[config.mk]
export PLATFORM = sky130hd
export DESIGN_NAME = door_access_controller
export DESIGN_NICKNAME = d
export VERILOG_FILES = /design/src/rtl/door_access_controller_pkg.sv /design/src/rtl/door_access_controller_timer.sv /design/src/rtl/door_access_controller.sv
export SDC_FILE = /design/constraint.sdc
export NUM_CORES = 1
export LEC_CHECK = 0
export ABC_AREA = 1
export CAP_MARGIN = 20
export CORE_MARGIN = 1.5
export CORE_UTILIZATION = 45
export CTS_CLUSTER_SIZE = 28
export DETAILED_ROUTE_END_ITERATION = 8
export PLACE_DENSITY = 0.65
export SETUP_SLACK_MARGIN = 0.4
export SYNTH_ARGS = -nofsm -noshare
export SYNTH_HDL_FRONTEND = slang
export SYNTH_SLANG_ARGS = --single-unit
[constraint.sdc]
create_clock -name clk -period 2.05 [get_ports clk]
set_input_delay 0.205 -clock clk [delete_from_list [all_inputs] [get_ports clk]]
set_output_delay 0.205 -clock clk [all_outputs]
set_load 0.01 [all_outputs]
[src/rtl/door_access_controller_pkg.sv]
// Shared definitions for the door access controller and the keypad entry stage
// that watches busy/state.
package door_access_controller_pkg;

    typedef enum logic [1:0] {
        ST_IDLE    = 2'd0,
        ST_UNLOCK  = 2'd1,
        ST_DENY    = 2'd2,
        ST_LOCKOUT = 2'd3
    } state_t;

    localparam logic [3:0] USER_NONE   = 4'd0;
    localparam int         NUM_USERS   = 10;
    localparam int         ALARM_DIV_W = 22;

endpackage

[src/rtl/door_access_controller_timer.sv]
// Loadable down counter with a registered zero flag; it stops at zero
// instead of wrapping, so an idle timer stays at zero.
module door_access_controller_timer #(
    parameter int TMR_W = 31
) (
    input  logic             clk,
    input  logic             reset,
    input  logic             load,
    input  logic [TMR_W-1:0] load_val,
    output logic             zero
);

    localparam logic [TMR_W-1:0] ONE = TMR_W'(1);

    logic [TMR_W-1:0] count;

    always_ff @(posedge clk or posedge reset) begin
        if (reset) begin
            count <= '0;
            zero  <= 1'b1;
        end else if (load) begin
            count <= load_val;
            zero  <= (load_val == '0);
        end else if (count != '0) begin
            count <= count - ONE;
            zero  <= (count == ONE);
        end
    end

endmodule

[src/rtl/door_access_controller.sv]
// Samples the password comparator on each check strobe and drives the door
// release, deny indication and failure lockout with buzzer alarm.
module door_access_controller
    import door_access_controller_pkg::*;
#(
    parameter int UNLOCK_CYCLES  = 250_000_000,
    parameter int DENY_CYCLES    = 50_000_000,
    parameter int LOCKOUT_CYCLES = 1_500_000_000,
    parameter int MAX_FAIL       = 3,
    parameter int TMR_W          = 31
) (
    input  logic       clk,
    input  logic       reset,
    input  logic       check_req,
    input  logic [9:0] match_sw,
    input  logic       match_success,
    input  logic       admin_clear,
    output logic       door_unlock,
    output logic       deny,
    output logic       lockout,
    output logic       alarm,
    output logic [3:0] user_id,
    output logic [3:0] fail_count,
    output logic       busy
);

    localparam logic [TMR_W-1:0] UNLOCK_LOAD  = TMR_W'(UNLOCK_CYCLES - 1);
    localparam logic [TMR_W-1:0] DENY_LOAD    = TMR_W'(DENY_CYCLES - 1);
    localparam logic [TMR_W-1:0] LOCKOUT_LOAD = TMR_W'(LOCKOUT_CYCLES - 1);
    localparam logic [4:0]       MAX_FAIL_5   = 5'(MAX_FAIL);
    localparam logic [3:0]       MAX_FAIL_4   = 4'(MAX_FAIL);

    function automatic logic is_one_hot(input logic [NUM_USERS-1:0] v);
        return (v != '0) && ((v & (v - NUM_USERS'(1))) == '0);
    endfunction

    function automatic logic [3:0] onehot_index(input logic [NUM_USERS-1:0] v);
        logic [3:0] idx;
        idx = USER_NONE;
        for (int i = 0; i < NUM_USERS; i++) begin
            if (v[i]) idx = 4'(i + 1);
        end
        return idx;
    endfunction

    state_t                 state;
    logic                   accept;
    logic [4:0]             fail_next;
    logic                   tmr_load;
    logic [TMR_W-1:0]       tmr_load_val;
    logic                   tmr_zero;
    logic [ALARM_DIV_W-1:0] alarm_div;

    // admin_clear zeroes the timer when it aborts DENY/LOCKOUT; a clear in UNLOCK leaves it running
    always_comb begin
        accept       = check_req && match_success && is_one_hot(match_sw);
        fail_next    = {1'b0, fail_count} + 5'd1;
        tmr_load     = 1'b0;
        tmr_load_val = '0;
        if (admin_clear) begin
            tmr_load = (state == ST_DENY) || (state == ST_LOCKOUT);
        end else if (check_req) begin
            case (state)
                ST_IDLE: begin
                    tmr_load = 1'b1;
                    if (accept)                     tmr_load_val = UNLOCK_LOAD;
                    else if (fail_next >= MAX_FAIL_5) tmr_load_val = LOCKOUT_LOAD;
                    else                            tmr_load_val = DENY_LOAD;
                end
                ST_UNLOCK: begin
                    if (accept) begin
                        tmr_load     = 1'b1;
                        tmr_load_val = UNLOCK_LOAD;
                    end
                end
                default: ;
            endcase
        end
    end

    door_access_controller_timer #(
        .TMR_W(TMR_W)
    ) u_timer (
        .clk     (clk),
        .reset   (reset),
        .load    (tmr_load),
        .load_val(tmr_load_val),
        .zero    (tmr_zero)
    );

    always_ff @(posedge clk or posedge reset) begin
        if (reset) begin
            state       <= ST_IDLE;
            door_unlock <= 1'b0;
            deny        <= 1'b0;
            lockout     <= 1'b0;
            alarm       <= 1'b0;
            user_id     <= USER_NONE;
            fail_count  <= '0;
            busy        <= 1'b0;
            alarm_div   <= '0;
        end else begin
            case (state)
                ST_IDLE: begin
                    if (admin_clear) begin
                        fail_count <= '0;
                    end else if (check_req) begin
                        busy <= 1'b1;
                        if (accept) begin
                            state       <= ST_UNLOCK;
                            door_unlock <= 1'b1;
                            user_id     <= onehot_index(match_sw);
                            fail_count  <= '0;
                        end else if (fail_next >= MAX_FAIL_5) begin
                            state      <= ST_LOCKOUT;
                            lockout    <= 1'b1;
                            alarm      <= 1'b1;
                            alarm_div  <= '0;
                            fail_count <= MAX_FAIL_4;
                        end else begin
                            state      <= ST_DENY;
                            deny       <= 1'b1;
                            fail_count <= fail_next[3:0];
                        end
                    end
                end
                ST_UNLOCK: begin
                    if (admin_clear) fail_count <= '0;
                    // A fresh valid check extends the release; failed checks are ignored here
                    if (!admin_clear && accept) begin
                        user_id <= onehot_index(match_sw);
                    end else if (tmr_zero) begin
                        state       <= ST_IDLE;
                        door_unlock <= 1'b0;
                        busy        <= 1'b0;
                    end
                end
                ST_DENY: begin
                    if (admin_clear || tmr_zero) begin
                        state <= ST_IDLE;
                        deny  <= 1'b0;
                        busy  <= 1'b0;
                        if (admin_clear) fail_count <= '0;
                    end
                end
                ST_LOCKOUT: begin
                    if (admin_clear || tmr_zero) begin
                        state      <= ST_IDLE;
                        lockout    <= 1'b0;
                        alarm      <= 1'b0;
                        busy       <= 1'b0;
                        fail_count <= '0;
                    end else begin
                        alarm_div <= alarm_div + ALARM_DIV_W'(1);
                        if (&alarm_div) alarm <= ~alarm;
                    end
                end
                default: state <= ST_IDLE;
            endcase
        end
    end

endmodule
## Word level (Yosys, flattened, before mapping)

Index checks and enable logic that the tools add are counted.

| word-level totals | value |
|---|---|
| flip-flop bits (word level) | 69 |

| operators by class | value |
|---|---|
| equal/unequal tests | 19 |
| magnitude comparators | 1 |
| add/subtract/negate cells | 4 |
| reductions and logical operators | 26 |
| bitwise operators | 2 |
| multiplexer cells | 74 |

Operators by type and width:

| operator | count |
|---|---|
| 2-to-1 mux 31 bit | 6 |
| 2-to-1 mux 22 bit | 5 |
| 2-to-1 mux 4 bit | 20 |
| case mux 31 bit (2 select lines) | 1 |
| case mux 22 bit (2 select lines) | 1 |
| == test 31 x 1 -> 1 bit (second input constant) | 1 |
| logical NOT 31 bit | 1 |
| nonzero test 31 bit | 1 |
| subtractor 31 x 1 -> 31 bit (second input constant) | 1 |
| AND reduction 6 bit | 5 |
| 2-to-1 mux 28 bit | 1 |
| 2-to-1 mux 1 bit | 25 |
| adder 22 x 1 -> 22 bit (second input constant) | 1 |
| AND reduction 22 bit | 1 |
| inequality test 2 bit (second input constant) | 9 |
| case mux 4 bit (4 select lines) | 1 |
| 2-to-1 mux 2 bit | 6 |
| bitwise AND 10 bit | 1 |
| logical NOT 10 bit | 1 |
| case mux 1 bit (2 select lines) | 5 |
| AND reduction 5 bit | 2 |
| nonzero test 10 bit | 1 |
| subtractor 10 x 1 -> 10 bit (second input constant) | 1 |
| inequality test 2 x 1 -> 1 bit (second input constant) | 4 |
| other kinds (17) | 25 |

## Logic depth before layout (Yosys ltp)

| depth | value |
|---|---|
| depth after elaboration | 14 |
| gate-level depth with buffers | 15 |
| mapped depth without buffers | 14 |

## By module

Synthesis repeated with hierarchy kept, for this count alone.

| unflattened totals | value |
|---|---|
| cell total of the unflattened synthesis | 755 |
| area, all modules | 5022.3 µm² |

By module, submodules not included:

| module | times used | seq. area each (µm²) | cells an instance | area each (µm²) |
|---|---|---|---|---|
| door_access_controller | 1 | 925.9 | 377 | 2663.8 |
| door_access_controller_timer | 1 | 802.0 | 378 | 2358.5 |

## Least setup slack after synthesis

Ideal clock, no wire load.

| path | value |
|---|---|
| kind | register to register |
| start | register fail_count[0] |
| end | register alarm_div[10] |
| buffers on the path | 1 |
| setup time | 0.118 ns |
| arrival time | 1.784 ns |
| path slack | 0.148 ns |
| data required time | 1.932 ns |
| period minus slack after synthesis | 1.902 ns |
| stages on the path, launching flop included | 13 |
| cells stage by stage | dfrtp_1 -> inv_1 -> ha_1 -> o21bai_1 -> a211oi_1 -> nand2_1 -> inv_1 -> nand2_1 -> nand2_1 -> inv_1 -> nand3_4 -> buf_6 -> o21ai_2 |

| on the way | value |
|---|---|
| word-level cells in the longest chain between the ends | 4 |

RTL lines:

| item | line | source |
|---|---|---|
| from (decl) | door_access_controller.sv:23 | `output logic [3:0] fail_count,` |
| from (signal assigned) | door_access_controller.sv:123 | `fail_count <= fail_next[3:0];` |
| adder 4 x 1 -> 5 bit | door_access_controller.sv:57 | `fail_next = {1'b0, fail_count} + 5'd1;` |
| greater-or-equal comparator 5 x 2 -> 1 bit | door_access_controller.sv:114 | `end else if (fail_next >= MAX_FAIL_5) begin` |
| inequality test 2 bit (no source line) | -- |  |
| AND reduction 6 bit (no source line) | -- |  |
| to (signal assigned) | door_access_controller.sv:154 | `alarm_div <= alarm_div + ALARM_DIV_W'(1);` |
| to (decl) | door_access_controller.sv:52 | `logic [ALARM_DIV_W-1:0] alarm_div;` |

No other way between the ends.
A chain may end at the register's enable or synchronous reset.

## Worst setup path in the final report

| path | value |
|---|---|
| start | register fail_count[1] |
| end | register alarm_div[15] |

Same word-level chain as after synthesis.

==> reports/metrics.yaml <==
outcome:
  outcome: "complete, no violations"
timing:
  fin_crit_ns: 1.972
  timing.final.ws_setup_ns: 0.07763
  fmax_mhz: 507.0
  rsz0062_at_grt: "yes"
  fin_tns_setup_ns: 0
  slew_violations: 0
  finClkSkew_ns: 0.01339
  slew_headroom: 0.6515
  setup_viol: 0
  worstMarginPinSlew_ns: 0.5217
  period_share: 0.9621
  finalHoldViolCount: 0
cts:
  clk_root_buffer_cell: "clkbuf_8"
  cts_buffer_depth: 2
  cts_tree: "done"
  cts_max_level: 3
  cts.sinks: 69
  cts_made_buffers: 9
  ctsHoldBuffers: 0
  clk_latency_ns: 0.36
  clk_pin_slew_ns: 0.08
worst_setup_path:
  required_ns: 2.34
  crit_type: "reg -> reg"
  critPathCaptureType: "register"
  r2r_slack_ns: 0.08
  cp_max_fo: 6
  cp.arrival_ns: 2.26
  start_kind: "register"
power:
  power_frac_clock: 0.122
  p_int_uw: 4656
  p_sw_frac: 0.4363
  p_comb_frac: 0.624
  seqPwrFrac: 0.255
  vdd_drop_max_uv: 812.1
  powerDensity_nw_per_um2: 1189
  p_sw_uw: 3604
  leakagePower_uw: 0.003267
  power_uw: 8261
cells_and_area:
  nNetsFinal: 802
  synthToLayoutAreaGrowth_pct: 45.61
  antenna_cells: 0
  post_route_cells_drive_above_1_share: 0.4176
  post-route-util: 0.6729
  finalNonFillerCells: 919
floorplan:
  die-height_um: 106.0
  start_util: 0.4621
  ios: 28
  core_area_sq_um: 10320
  die_x_um: 106.0
  placementRows: 37
  dieArea_sq_um: 11230
placement:
  port_buffers: 27
  pre_cts_ws_ns: -0.2158
  gp_congestion: 0.9238
  hpwlAfterDp_um: 8765
  dp.cells: 837
global_routing:
  grt_pass1_vias: 4566
  grt_pass1_wl_um: 21360
  grt-ovfl-total: 0
  antenna_found_initial: 0
  grt_max_degree: 34
  grt_usage: 0.2366
routing:
  routed-wl-met2_um: 6839
  avgViaCountPerCell: 5.306
  routed_wl_um: 13700
  wl_per_cell_um: 14.90
  vias: 4876
  met1_length_um: 5966
  route.met3.wl_um: 610
  maxUsedRoutingLayer: "met4"
  ant_nets: 0
  drc: 0
  first_iter_violations: 288
  drtPass1Iterations: 5
synthesis:
  synthesis.area_sq_um: 4771
  ys_warn_count: 0
  synth-edff-count: 0
  yosysSeqAreaShare: 0.3622
  ys.flop_type: "dfrtp_1"
  ys_ff_latch: 69
  syn_inst: 649
  avgSynthCellArea_sq_um: 7.351
  ys_async_sr_fraction: 1.000
  syn-num-nets: 673
  yosysUniqueCellTypes: 40
min_path:
  hp-class: "in -> async"
run:
  cap_violations: 0
-- registers in the layout, summed over array words and instances (netlist names), 2 cells and up --
signal / count
fail_count: 4
state: 2
user_id: 4
alarm_div: 22
u_timer.count: 31
-- cell families after synthesis --
group                      synth area share
and+or+nand+nor                      0.3533
xor gates and xnor gates            0.06609
muxes                              0.002098
DFF                                  0.3622
AOI/OAI and AO/OA                    0.1081
buffers and inverters               0.08471
adders and majority gates           0.02360
-- cell usage after synthesis, types with 2 or more instances --
cell type	n	area, sq um
a21oi_1	17	85.08
buf_2	2	10.01
ha_1	9	112.6
inv_1	74	277.8
o21ai_1	3	15.01
o21ai_0	20	100.1
nand3_2	3	30.03
nand3_1	59	295.3
o21ai_2	22	192.7
nor2_2	6	37.54
o21bai_1	4	30.03
nand2_2	4	25.02
xnor2_1	13	113.9
nand3b_1	5	37.54
nand2_4	4	45.04
nand2_1	158	593.1
a21oi_2	2	17.52
inv_2	2	7.510
or2_2	10	62.56
clkbuf_1	4	15.01
xor2_1	23	201.4
nor2_1	77	289.0
o31ai_1	4	30.03
nor2_4	3	33.78
nor4_1	4	25.02
nor3_1	14	70.07
dfrtp_1	68	1702
buf_6	8	90.09
nand4_1	16	100.1
-- layer usage --
layer	up-vias	GRT usage
met5	-	0
met3	28	0.02943
met4	0	0.07819
met2	145	0.3984
met1	2325	0.3162
li1	2378	-
-- area by class of cell --
type                       instances  area (sq um)
clock buffer                      14         152.6
clock inverter                     2         10.01
fill                             794          3377
inverter                          77         316.6
multi-input combinational        491          3282
timing repair buffer             130          1275
tap                              136         170.2
sequential                        69          1740
-- power groups by stage --
stage	combinational (uW)	clock [uW]	sequential, uW
2_1_floorplan	2280	0	2030
3_3_place_gp	3000	0	2080
3_5_place_dp	3040	0	2090
4_1_cts	4150	1010	2060
5_1_grt	5560	1070	2130
6_report	5150	1000	2110
-- path summary, 6_finish.rpt --
check                                          startpoint                        end  depth (start not counted)
worst max-delay path            fail_count[1]$_DFFE_PP0P_  alarm_div[15]$_DFFE_PP0P_                         13
worst min-delay path                                reset  alarm_div[16]$_DFFE_PP0P_                          2
worst max register to register  fail_count[1]$_DFFE_PP0P_  alarm_div[15]$_DFFE_PP0P_                         13
worst min register to register     user_id[3]$_DFFE_PP0P_     user_id[3]$_DFFE_PP0P_                          2
max in group asynchronous                           reset       state[0]$_DFFE_PP0P_                          3
min in group clk                              match_sw[9]     user_id[0]$_DFFE_PP0P_                          3
-- stage by stage --
| step | hold slack [ns] | cell area [sq um] |
|---|---|---|
| 2_1_floorplan | 0.3055 | 4941 |
| 3_3_place_gp | 0.4618 | 5589 |
| 3_5_place_dp | 0.4630 | 5589 |
| 4_1_cts | 0.2609 | 6312 |
| 5_1_grt | 0.2775 | 6947 |
| 6_report | 0.2446 | 6947 |
-- critical path, cell delays in order, from the launching register on --
cell	delay (ns)
dfrtp_2	0.47
ha_4	0.18
xor2_1	0.13
a211oi_1	0.22
nand2_1	0.12
inv_2	0.09
nand2_4	0.05
nand2_2	0.05
inv_2	0.05
nand3_4	0.11
buf_12	0.16
clkbuf_16	0.18
nand2_4	0.04
o21ai_2	0.05
-- cells in the final DEF, fill, tap and decap left out, drive strengths merged, types with 2 or more instances in the layout --
master         Yosys  layout
clkdlybuf4s15      0       2
dfrtp             68      68
dlygate4sd2        0       2
nand3             63      64
o31ai              4       4
clkbuf             4      24
xnor2             13      13
nand4             16      16
o21bai             4       4
nor3              15      15
xor2              23      23
nor4               4       4
clkinv             1       3
nand2            166     167
clkdlybuf4s50      0      15
buf               10     100
or2               10      10
o21ai             46      46
ha                 9       9
nand3b             5       5
inv               76      75
a21oi             19      19
nor2              86      86
-- what timing repair did --
| item | 4_1_cts | 5_1_grt |
|---|---|---|
| pin swaps | 30 | 44 |
| resized for setup | 83 | 128 |
| endpoints found under the hold margin | 0 | 0 |
| gates cloned | 5 | 4 |
| endpoints found under the setup margin | 67 | 69 |
| setup buffers | 29 | 28 |
Power figures use the tool's default switching activity.
